**config.mk**
```make
export PLATFORM = sky130hd
export DESIGN_NAME = areset_sync_sequencer_flat
export DESIGN_NICKNAME = d
export VERILOG_FILES = /design/src/rtl/areset_sync_sequencer_if.sv /design/src/rtl/areset_sync_sequencer.sv /design/src/flat_wrapper.sv
export SDC_FILE = /design/constraint.sdc
export NUM_CORES = 1
export LEC_CHECK = 0
export CELL_PAD_IN_SITES_DETAIL_PLACEMENT = 0
export CELL_PAD_IN_SITES_GLOBAL_PLACEMENT = 1
export CORE_UTILIZATION = 43
export CTS_CLUSTER_DIAMETER = 80
export DETAILED_ROUTE_END_ITERATION = 16
export PLACE_DENSITY = 0.78
export SLEW_MARGIN = 5
export SYNTH_ARGS = -nofsm -noshare
export SYNTH_HDL_FRONTEND = slang
export SYNTH_SLANG_ARGS = --single-unit
```
**constraint.sdc**
```tcl
create_clock -name clk -period 2.1 [get_ports clk]
set_input_delay 0.21 -clock clk [delete_from_list [all_inputs] [get_ports clk]]
set_output_delay 0.21 -clock clk [all_outputs]
set_load 0.05 [all_outputs]
```
**src/rtl/areset_sync_sequencer_if.sv**
```systemverilog
/*------------------------------------------------------------------------------
 * areset_sync_sequencer_if : software-request and per-domain reset bundle
 * Revision 1.0
 *----------------------------------------------------------------------------*/
`default_nettype none

interface areset_sync_sequencer_if #(
  parameter int NUM_DOMAINS = 3
);
  logic                   sw_reset_req;
  logic [NUM_DOMAINS-1:0] reset_out;
  logic                   reset_done;
  logic                   reset_cause;

  modport master (
    output sw_reset_req,
    input  reset_out,
    input  reset_done,
    input  reset_cause
  );

  modport slave (
    input  sw_reset_req,
    output reset_out,
    output reset_done,
    output reset_cause
  );
endinterface

`default_nettype wire

```
**src/rtl/areset_sync_sequencer.sv**
```systemverilog
/*------------------------------------------------------------------------------
 * areset_sync_sequencer : async-assert / sync-release staggered reset generator
 * Revision 1.0
 *----------------------------------------------------------------------------*/
`default_nettype none

module areset_sync_sequencer #(
  parameter int SYNC_STAGES    = 2,
  parameter int STRETCH_CYCLES = 16,
  parameter int NUM_DOMAINS    = 3,
  parameter int STAGE_GAP      = 4
) (
  input  logic                    clk,
  input  logic                    async_reset,
  areset_sync_sequencer_if.slave  bus
);

  localparam int CNT_MAX = (STRETCH_CYCLES > STAGE_GAP) ? STRETCH_CYCLES : STAGE_GAP;
  localparam int CNT_W   = (CNT_MAX > 1) ? $clog2(CNT_MAX) : 1;
  localparam int IDX_W   = (NUM_DOMAINS > 1) ? $clog2(NUM_DOMAINS) : 1;

  localparam logic [1:0] S_SYNC    = 2'd0;
  localparam logic [1:0] S_STRETCH = 2'd1;
  localparam logic [1:0] S_SEQ     = 2'd2;
  localparam logic [1:0] S_DONE    = 2'd3;

  logic [SYNC_STAGES-1:0] sync_q;
  logic                   sync_ok;
  logic [1:0]             state_q, state_d;
  logic [CNT_W-1:0]       cnt_q, cnt_d;
  logic [IDX_W-1:0]       idx_q, idx_d;
  logic [NUM_DOMAINS-1:0] out_q, out_d;
  logic                   done_q, done_d;
  logic                   cause_q, cause_d;

  logic w_stretch_end;
  logic w_gap_end;
  logic w_last_idx;

  assign sync_ok       = sync_q[SYNC_STAGES-1];
  assign w_stretch_end = (cnt_q == CNT_W'(STRETCH_CYCLES - 1));
  assign w_gap_end     = (cnt_q == CNT_W'(STAGE_GAP - 1));
  assign w_last_idx    = (idx_q == IDX_W'(NUM_DOMAINS - 1));

  // Every flop clears on the async edge; release only ever happens on clk.
  always_ff @(posedge clk or negedge async_reset) begin
    if (!async_reset) begin
      sync_q  <= '0;
      state_q <= S_SYNC;
      cnt_q   <= '0;
      idx_q   <= '0;
      out_q   <= '0;
      done_q  <= 1'b0;
      cause_q <= 1'b0;
    end else begin
      sync_q  <= {sync_q[SYNC_STAGES-2:0], 1'b1};
      state_q <= state_d;
      cnt_q   <= cnt_d;
      idx_q   <= idx_d;
      out_q   <= out_d;
      done_q  <= done_d;
      cause_q <= cause_d;
    end
  end

  always_comb begin
    state_d = state_q;
    cnt_d   = cnt_q;
    idx_d   = idx_q;
    case (state_q)
      S_SYNC: begin
        if (sync_ok) begin
          state_d = S_STRETCH;
          cnt_d   = '0;
        end
      end
      S_STRETCH: begin
        if (w_stretch_end) begin
          state_d = (NUM_DOMAINS == 1) ? S_DONE : S_SEQ;
          idx_d   = IDX_W'(1);
          cnt_d   = '0;
        end else begin
          cnt_d = cnt_q + CNT_W'(1);
        end
      end
      S_SEQ: begin
        if (w_gap_end) begin
          cnt_d = '0;
          idx_d = idx_q + IDX_W'(1);
          if (w_last_idx) begin
            state_d = S_DONE;
          end
        end else begin
          cnt_d = cnt_q + CNT_W'(1);
        end
      end
      default: begin
        if (bus.sw_reset_req) begin
          state_d = S_STRETCH;
          cnt_d   = '0;
        end
      end
    endcase
  end

  // Next values of the registered outputs; nothing here reaches a port unflopped.
  always_comb begin
    out_d   = out_q;
    done_d  = done_q;
    cause_d = cause_q;
    case (state_q)
      S_STRETCH: begin
        if (w_stretch_end) begin
          out_d[0] = 1'b1;
          if (NUM_DOMAINS == 1) begin
            done_d = 1'b1;
          end
        end
      end
      S_SEQ: begin
        if (w_gap_end) begin
          for (int i = 1; i < NUM_DOMAINS; i++) begin
            if (idx_q == IDX_W'(i)) begin
              out_d[i] = 1'b1;
            end
          end
          if (w_last_idx) begin
            done_d = 1'b1;
          end
        end
      end
      S_DONE: begin
        if (bus.sw_reset_req) begin
          out_d   = '0;
          done_d  = 1'b0;
          cause_d = 1'b1;
        end
      end
      default: begin
      end
    endcase
  end

  assign bus.reset_out   = out_q;
  assign bus.reset_done  = done_q;
  assign bus.reset_cause = cause_q;

endmodule

`default_nettype wire

```
**src/flat_wrapper.sv**
```systemverilog
// flat-port wrapper written by rule: the top's interface ports become plain ports
module areset_sync_sequencer_flat 
#(
  parameter int SYNC_STAGES    = 2,
  parameter int STRETCH_CYCLES = 16,
  parameter int NUM_DOMAINS    = 3,
  parameter int STAGE_GAP      = 4
)
  (clk, async_reset, bus_sw_reset_req, bus_reset_out, bus_reset_done, bus_reset_cause);
  areset_sync_sequencer_if #(.NUM_DOMAINS(NUM_DOMAINS)) bus_i ();
  input  logic clk;
  input  logic async_reset;
  input wire logic [$bits(bus_i.sw_reset_req)-1:0] bus_sw_reset_req;
  output wire logic [$bits(bus_i.reset_out)-1:0] bus_reset_out;
  output wire logic [$bits(bus_i.reset_done)-1:0] bus_reset_done;
  output wire logic [$bits(bus_i.reset_cause)-1:0] bus_reset_cause;
  assign bus_i.sw_reset_req = bus_sw_reset_req;
  assign bus_reset_out = bus_i.reset_out;
  assign bus_reset_done = bus_i.reset_done;
  assign bus_reset_cause = bus_i.reset_cause;
  areset_sync_sequencer #(.SYNC_STAGES(SYNC_STAGES), .STRETCH_CYCLES(STRETCH_CYCLES), .NUM_DOMAINS(NUM_DOMAINS), .STAGE_GAP(STAGE_GAP)) u_core (.clk(clk), .async_reset(async_reset), .bus(bus_i));
endmodule
```
# [After elaboration in Yosys (flattened, before gate mapping)]
# Index checks and enable logic that the tools add are counted.
# Widths: inputs -> output; s select.
[totals] reg_bits=15 input_bits=3 output_inout_bits=5 word_cells=60
[op_classes] n_addsub=2 n_eq_ne=13 muxes=24 n_reduce_logical=12
[ops] operator="$mux 2" count=8
[ops] operator="$mux 4" count=4
[ops] operator="$pmux 4 s3" count=1
[ops] operator="$ne 2x1->1 const B" count=5
[ops] operator="$pmux 2 s2" count=2
[ops] operator="$reduce_and 4->1" count=2
[ops] operator="$eq 2x2->1 const B" count=3
[ops] operator="$pmux 2 s3" count=1
[ops] operator="$reduce_and 3->1" count=2
[ops] operator="$reduce_bool 2->1" count=3
[ops] operator="$mux 1" count=5
[ops] operator="$reduce_and 5->1" count=1
[ops] operator="$add 4x1->4 const B" count=1
[ops] operator="$eq 2x1->1 const B" count=2
[ops] operator="$eq 4x2->1 const B" count=1
[ops] operator="$eq 4x4->1 const B" count=1
[ops] operator="$pmux 1 s2" count=2
[ops] operator="$reduce_and 2->1" count=2
[ops] operator="$reduce_bool 4->1" count=1
[ops] operator="$mux 3" count=1
[ops] operator="$add 2x1->2 const B" count=1
[ops] operator="$logic_not 2->1" count=1
[ops] operator="$ne 2x2->1 const B" count=1

# [Logic depth before layout (Yosys ltp)]
# Gate-level depths: netlist (run 1).
[logic_depth] depth_word=4 depth_mapped=7 depth_no_buf=6

# [Least setup slack after synthesis (run 1)]
# Ideal clock, no wire load.
[synth_path] kind="register to register" from="register u_core.state_q[0]" to="register u_core.state_q[1]" setup_time_ns=0.128 arrival_time_ns=1.524 required_time_ns=1.972 slack_ns=0.448 stages_incl_launch_ff=7 path_buffers=1 period_less_slack_ns=1.652 cell_sequence="dfrtp_1 > inv_1 > ha_1 > buf_4 > and4b_4 > o31ai_1 > mux2_1"
[synth_between] elab_chain_cells=3
[synth_lines] element="from (decl)" line_no="areset_sync_sequencer.sv:29" source="logic [1:0] state_q, state_d;"
[synth_lines] element="from (signal assigned)" line_no="areset_sync_sequencer.sv:57" source="state_q <= state_d;"
[synth_lines] element="$eq 2x1->1 (tied with other cells)" line_no="areset_sync_sequencer.sv:70" source="case (state_q)"
[synth_lines] element="$ne 2x1->1 (no line) or $reduce_bool 4->1 (tied branches)"
[synth_lines] element="$reduce_and 5->1 (no line)"
# Parallel ways exist; a longest one is shown, timed or not.
# A chain may end at the register's enable or synchronous reset.

# [Worst setup path in the final report (run 1)]
# Same ends and word-level chain as after synthesis.

==> impl_metrics.yaml, run 1 <==
clock_tree:
  cts_hold_buf: 0
  clk_pin_slew_worst_paths_ns: 0.09
  cts_setup_buffers: 0
  cts_root_buf: "clkbuf_4"
  cts.path.max_buffers: 2
  numCtsBuffers: 3
  cts-resized-gates: 0
  clkLatencyLatePin_ns: 0.28
  cts.sinks: 14
  htree_levels: 1
  cts_tree: "built"
worst_setup_path:
  worstSetupEndpointType: "flop"
  path_class: "reg2reg"
  r2r_setup_slack_ns: 0.26
  r2r_cells: 5
  critical_path_required_ns: 2.27
  timing.critical_path.from: "u_core.state_q[0]$_DFFE_PN0P_"
  crit_end: "u_core.state_q[1]$_DFFE_PN0P_"
  worst_setup_path_start_kind: "flop"
  crit_fanout: 10
  crit-reg2reg-launch: "u_core.state_q[0]$_DFFE_PN0P_"
  cp.arrival_ns: 2.01
  worstReg2RegEnd: "u_core.state_q[1]$_DFFE_PN0P_"
global_routing:
  grt_first_pass_wirelength_um: 2570
  grt.total_usage_pct: 17.3
  grt-busiest-layer: "met1"
  met3_usage_pct: 3.53
  grtUsageMet1_pct: 24.8
  met2_usage_pct: 24.4
  grt_overflow_total: 0
  grt_max_degree: 15
  first_global_vias: 559
  antenna_found_initial: 0
placed_design:
  portBuffers: 7
  place_ws_ns: 0.284
  gp_congestion: 0.787
  placed_cells: 113
  hpwl_um: 1120
  placed_area_um2: 912
timing:
  min_period_ns: 1.84
  slew_headroom_pct: 57.1
  tightest_slew_ns: 0.642
  drv_slew: 0
  rsz0062_at_grt: "false"
  fin_tns_setup_ns: 0
  final.setup_skew_ns: 0.00439
  max_freq_mhz: 543
  final_hold_viol_count: 0
  setup_slack_ns: 0.258
  period_share_pct: 87.7
  finalSetupViolations: 0
floorplanning:
  rows: 15
  die_w_um: 46.5
  start_util_pct: 47.8
  core_area_um2: 1780
  die_h_um: 46.5
  die_area_um2: 2160
  ios: 8
power_and_ir_drop:
  pwr-share-seq_pct: 36.7
  p_int_w: 0.000595
  p_comb_share_pct: 43.9
  power.switching_w: 0.000414
  p_leak_nw: 0.413
  peakVddDrop_uv: 596
  clkPwrFrac_pct: 19.3
  powerDensity_nw_per_um2: 1060
  p_sw_share_pct: 41.0
final_layout:
  syn2layout_area_growth_pct: 11.3
  design_area_um2: 948
  drive_gt1_share_pct: 12.0
  fill_cells: 169
  nets: 103
  instances_no_fill: 117
  antennaDiodeCount: 0
synthesis:
  synth_warnings: 0
  ys_ff_latch: 14
  seq_area_frac_synth_pct: 41.1
  synth_ff_type: "dfrtp_1"
  syn_area_um2: 852
  syn-num-nets: 95
  ys_async_sr_fraction_pct: 100
  synth.area.top_cells: "dfrtp_1, ha_1, o21ai_0"
  synth_edf_count: 0
  synth_top_area_share_pct: 41.1
  ys_types: 31
  syn_area_per_cell_um2: 10.0
  syn-instance-count: 85
  synth_top_area_cell: "dfrtp_1"
routing:
  drtPass1Iterations: 4
  ant_nets: 0
  drtIter0Drc: 13
  vias: 595
  routedWlPerCell_um: 12.6
  vias_per_cell: 5.09
  wirelength_um: 1480
  drcViolationCount: 0
worst_hold_path:
  hold_path_class: "in2async"
run:
  maxCapViolations: 0
run_status:
  status: "finished clean"
==> kinds of logic (layout without fill, tap and decap cells) <==
logic type               count (synthesis)  after routing  share of synthesized area [%]
AND/OR/NAND/NOR                         24             24                           19.2
XOR/XNOR                                 1              1                           1.03
adder cells (fa/ha/maj)                  7              7                           10.3
flip-flops                              14             14                           41.1
buffers and inverters                   11             18                           7.93
AO/OA/AOI/OAI                           26             26                           18.6
multiplexers                             1              1                           1.32
other                                    1              1                          0.440
==> metrics by stage <==
stage / util, % / hold WS, ns / total power, W
after floorplan: - / -0.0856 / 0.000707
after global placement: 51.2 / 0.344 / 0.000822
after detailed placement: 51.2 / 0.346 / 0.000819
after CTS: 53.2 / 0.325 / 0.00102
after global routing: 53.2 / 0.365 / 0.00108
final: 53.2 / 0.315 / 0.00101
==> power groups by stage <==
stage	clock [W]	sequential [W]	combinational [W]
after floorplan	0	0.000432	0.000276
after global routing	0.000215	0.000378	0.000488
after detailed placement	0	0.000376	0.000444
after global placement	0	0.000374	0.000448
after CTS	0.000206	0.000370	0.000445
final	0.000195	0.000371	0.000443
==> layout make-up <==
cell class	count	area, um^2	area share (%)
inverter	7	26.3	2.77
tap	25	31.3	3.30
multi-input combinational	60	434	45.8
sequential	14	350	36.9
timing repair buffer	7	70.1	7.39
clock buffer	4	36.3	3.83
==> cell usage after synthesis (2+ instances only) <==
master / number
dfrtp_1: 14
o2bb2ai_1: 2
nand2_1: 6
nor2b_1: 2
nor3_1: 2
inv_1: 7
a22o_1: 3
ha_1: 7
nor2_1: 4
buf_4: 2
a21oi_1: 5
o21ai_0: 11
and4bb_2: 2
==> sequential cells by signal (all words and copies together), names as in the netlist <==
signal,flops
u_core.cnt_q,4
u_core.bus.reset_out,3
u_core.idx_q,2
u_core.state_q,2
u_core.sync_q,2
u_core.bus.reset_cause,1
==> layer usage <==
metal  share of wire (%)  up-vias
li1                    -      311
met5                   0        -
met1                  54      272
met4                 1.7        0
met2                  42        8
met3                 2.2        4
==> cells in the final DEF (no fill, tap or decap), types with 3 or more instances in the layout <==
cell / instances
nand2_1: 6
o21ai_0: 11
dfrtp_1: 14
nor2_1: 4
ha_1: 7
a21oi_1: 5
clkbuf_4: 3
a22o_1: 3
clkdlybuf4s50_1: 7
inv_1: 7
==> worst max-delay path, cell delays in order, from the launching register on <==
cell	delay (ns)
dfrtp_1	0.42
inv_1	0.09
ha_1	0.33
and4b_4	0.28
o31ai_1	0.26
mux2_1	0.35
==> worst min path at each step <==
stage               slack [ns]                                  end                       start
floorplan                -0.09   u_core.bus.reset_cause$_DFFE_PN0P_                 async_reset
global placement          0.34           u_core.sync_q[1]$_DFF_PN0_  u_core.sync_q[0]$_DFF_PN0_
detailed placement        0.35           u_core.sync_q[1]$_DFF_PN0_  u_core.sync_q[0]$_DFF_PN0_
CTS                       0.32  u_core.bus.reset_out[2]$_DFFE_PN0P_                 async_reset
global route              0.37  u_core.bus.reset_out[1]$_DFFE_PN0P_                 async_reset
finish                    0.31  u_core.bus.reset_out[2]$_DFFE_PN0P_                 async_reset
Note: power is estimated with default switching activity, not from simulation.
==> run 2, diff against run 1 <==
CORE_UTILIZATION = 45   (was 43)
CTS_BUF_LIST = sky130_fd_sc_hd__clkbuf_4   (was unset)
PLACE_DENSITY = 0.81   (was 0.78)
SLEW_MARGIN = 20   (was 5)
==> run 2 against run 1 <==
Net effect: non-clock buffer count stayed put; combinational power barely moved; largest cell class unchanged; cell area decreased by 1.5%; fmax decreased by 1.1%; register-to-register slack worse by 0.02 ns; global-route usage is 0.057 points higher; worst setup slack got worse by 0.020 ns; clock power decreased by 22%; count of clock-buffer cells in the layout is 1 lower; power shrank 4.7%.
==> impl_metrics.yaml, run 2 (synthesis gave the netlist of run 1 again) <==
routing:
  wirelength_um: 1460
  drt-met1-wl_um: 830
  vias: 600
  drtIter0Drc: 8
  wl_met2_um: 607
  routedWlPerCell_um: 12.6
  ant_nets: 0
  drtPass1Iterations: 2
  highest-signal-layer: "met4"
  dr_wl_met3_um: 18
  vias_per_cell: 5.17
  drcViolationCount: 0
clock_tree:
  clkLatencyLatePin_ns: 0.27
  cts_root_buf: "clkbuf_4"
  cts.sinks: 14
  clk_pin_slew_worst_paths_ns: 0.09
  cts_setup_buffers: 0
  cts_tree: "built"
  numCtsBuffers: 3
  cts-resized-gates: 0
  cts_hold_buf: 0
  cts.path.max_buffers: 2
  htree_levels: 1
worst_setup_path:
  crit_fanout: 10
  worstSetupEndpointType: "flop"
  critPathTopFamily: "flip-flops"
  worst_setup_path_start_kind: "flop"
  cp.arrival_ns: 2.02
  path_class: "reg2reg"
  crit_slowest_cell: "dfrtp_1"
  critical_path_required_ns: 2.26
  crit_path_max_incr_delay_ns: 0.42
  crit_path_cell_trace: "inv_1 -> ha_1 -> and4b_4 -> o31ai_1 -> mux2_1"
  timing.critical_path.buf_inv: 1
placed_design:
  gp_congestion: 0.795
  portBuffers: 7
  hpwl_um: 1090
final_layout:
  nets: 103
  fill_cells: 173
  largest_register_ffs: 4
  drive_gt1_share_pct: 11.0
  layout_common_cells: "dfrtp_1, o21ai_0, inv_1, ha_1, clkdlybuf4s50_1"
  ff_latch_area_um2: 350
  syn2layout_area_growth_pct: 9.69
  multi_input_area_um2: 434
  final_common_cell: "dfrtp_1"
  top_register: "u_core.cnt_q"
  antennaDiodeCount: 0
timing:
  tightest_slew_ns: 0.635
  drv_slew: 0
  rsz0062_at_grt: "false"
  min_period_ns: 1.86
  fin_tns_setup_ns: 0
  finalSetupViolations: 0
  slew_headroom_pct: 57.5
  whs_ns: 0.320
  period_share_pct: 88.7
  final_hold_viol_count: 0
  final.setup_skew_ns: 0.00328
  max_freq_mhz: 537
power_and_ir_drop:
  peakVddDrop_uv: 561
  p_leak_nw: 0.406
  powerDensity_nw_per_um2: 1030
run:
  maxCapViolations: 0
floorplanning:
  start_util_pct: 48.8
  ios: 8
  die_area_um2: 2070
  core_area_um2: 1750
  die_h_um: 45.5
  die_w_um: 45.5
  rows: 15
global_routing:
  grt_overflow_total: 0
  antenna_found_initial: 0
  grt_first_pass_wirelength_um: 2570
  grt.total_usage_pct: 17.4
  first_global_vias: 562
  grt_max_degree: 15
worst_hold_path:
  hold_path_class: "in2async"
run_status:
  status: "finished clean"
[run 2: layer usage]
metal / track usage [%] / vias to the layer above
met2: 23.4 / 3
met1: 27.3 / 285
met5: 0 / -
met3: 2.38 / 2
met4: 7.27 / 0
li1: - / 310
[run 2: per-stage QoR]
step | utilization (%) | std cells | setup slack, ns | power [W] | area [um^2]
2_1_floorplan | - | 85 | 0.448 | 0.000707 | 852
3_3_place_gp | 52.3 | 113 | 0.320 | 0.000813 | 912
3_5_place_dp | 52.3 | 113 | 0.258 | 0.000816 | 912
4_1_cts | 53.5 | 116 | 0.241 | 0.000969 | 935
5_1_grt | 53.5 | 116 | 0.117 | 0.00103 | 935
6_report | 53.5 | 116 | 0.238 | 0.000962 | 935
[run 2: path summary, 6_finish.rpt]
kind                       cells past startpoint  slack [ns]                          start                       endpoint
setup / recovery                               5        0.24  u_core.state_q[0]$_DFFE_PN0P_  u_core.state_q[1]$_DFFE_PN0P_
hold / removal                                 1        0.32                    async_reset    u_core.idx_q[1]$_DFFE_PN0P_
setup reg to reg                               5        0.24  u_core.state_q[0]$_DFFE_PN0P_  u_core.state_q[1]$_DFFE_PN0P_
hold reg to reg                                0        0.36     u_core.sync_q[0]$_DFF_PN0_     u_core.sync_q[1]$_DFF_PN0_
max in group asynchronous                      1        1.37                    async_reset    u_core.cnt_q[1]$_DFFE_PN0P_
min in group clk                               0        0.36     u_core.sync_q[0]$_DFF_PN0_     u_core.sync_q[1]$_DFF_PN0_
[run 2: area by class of cell]
cell class	instances	share of cell area (%)
Sequential cell	14	37.5
Timing Repair Buffer	7	7.50
Tap cell	25	3.35
Inverter	7	2.81
Multi-Input combinational cell	60	46.5
Clock buffer	3	2.41
[run 2: power by group]
part           total (W)  switching (W)  internal, W
clock network   0.000152      0.0000858    0.0000664
logic           0.000441       0.000273     0.000167
registers       0.000369      0.0000458     0.000323
total           0.000962       0.000405     0.000557
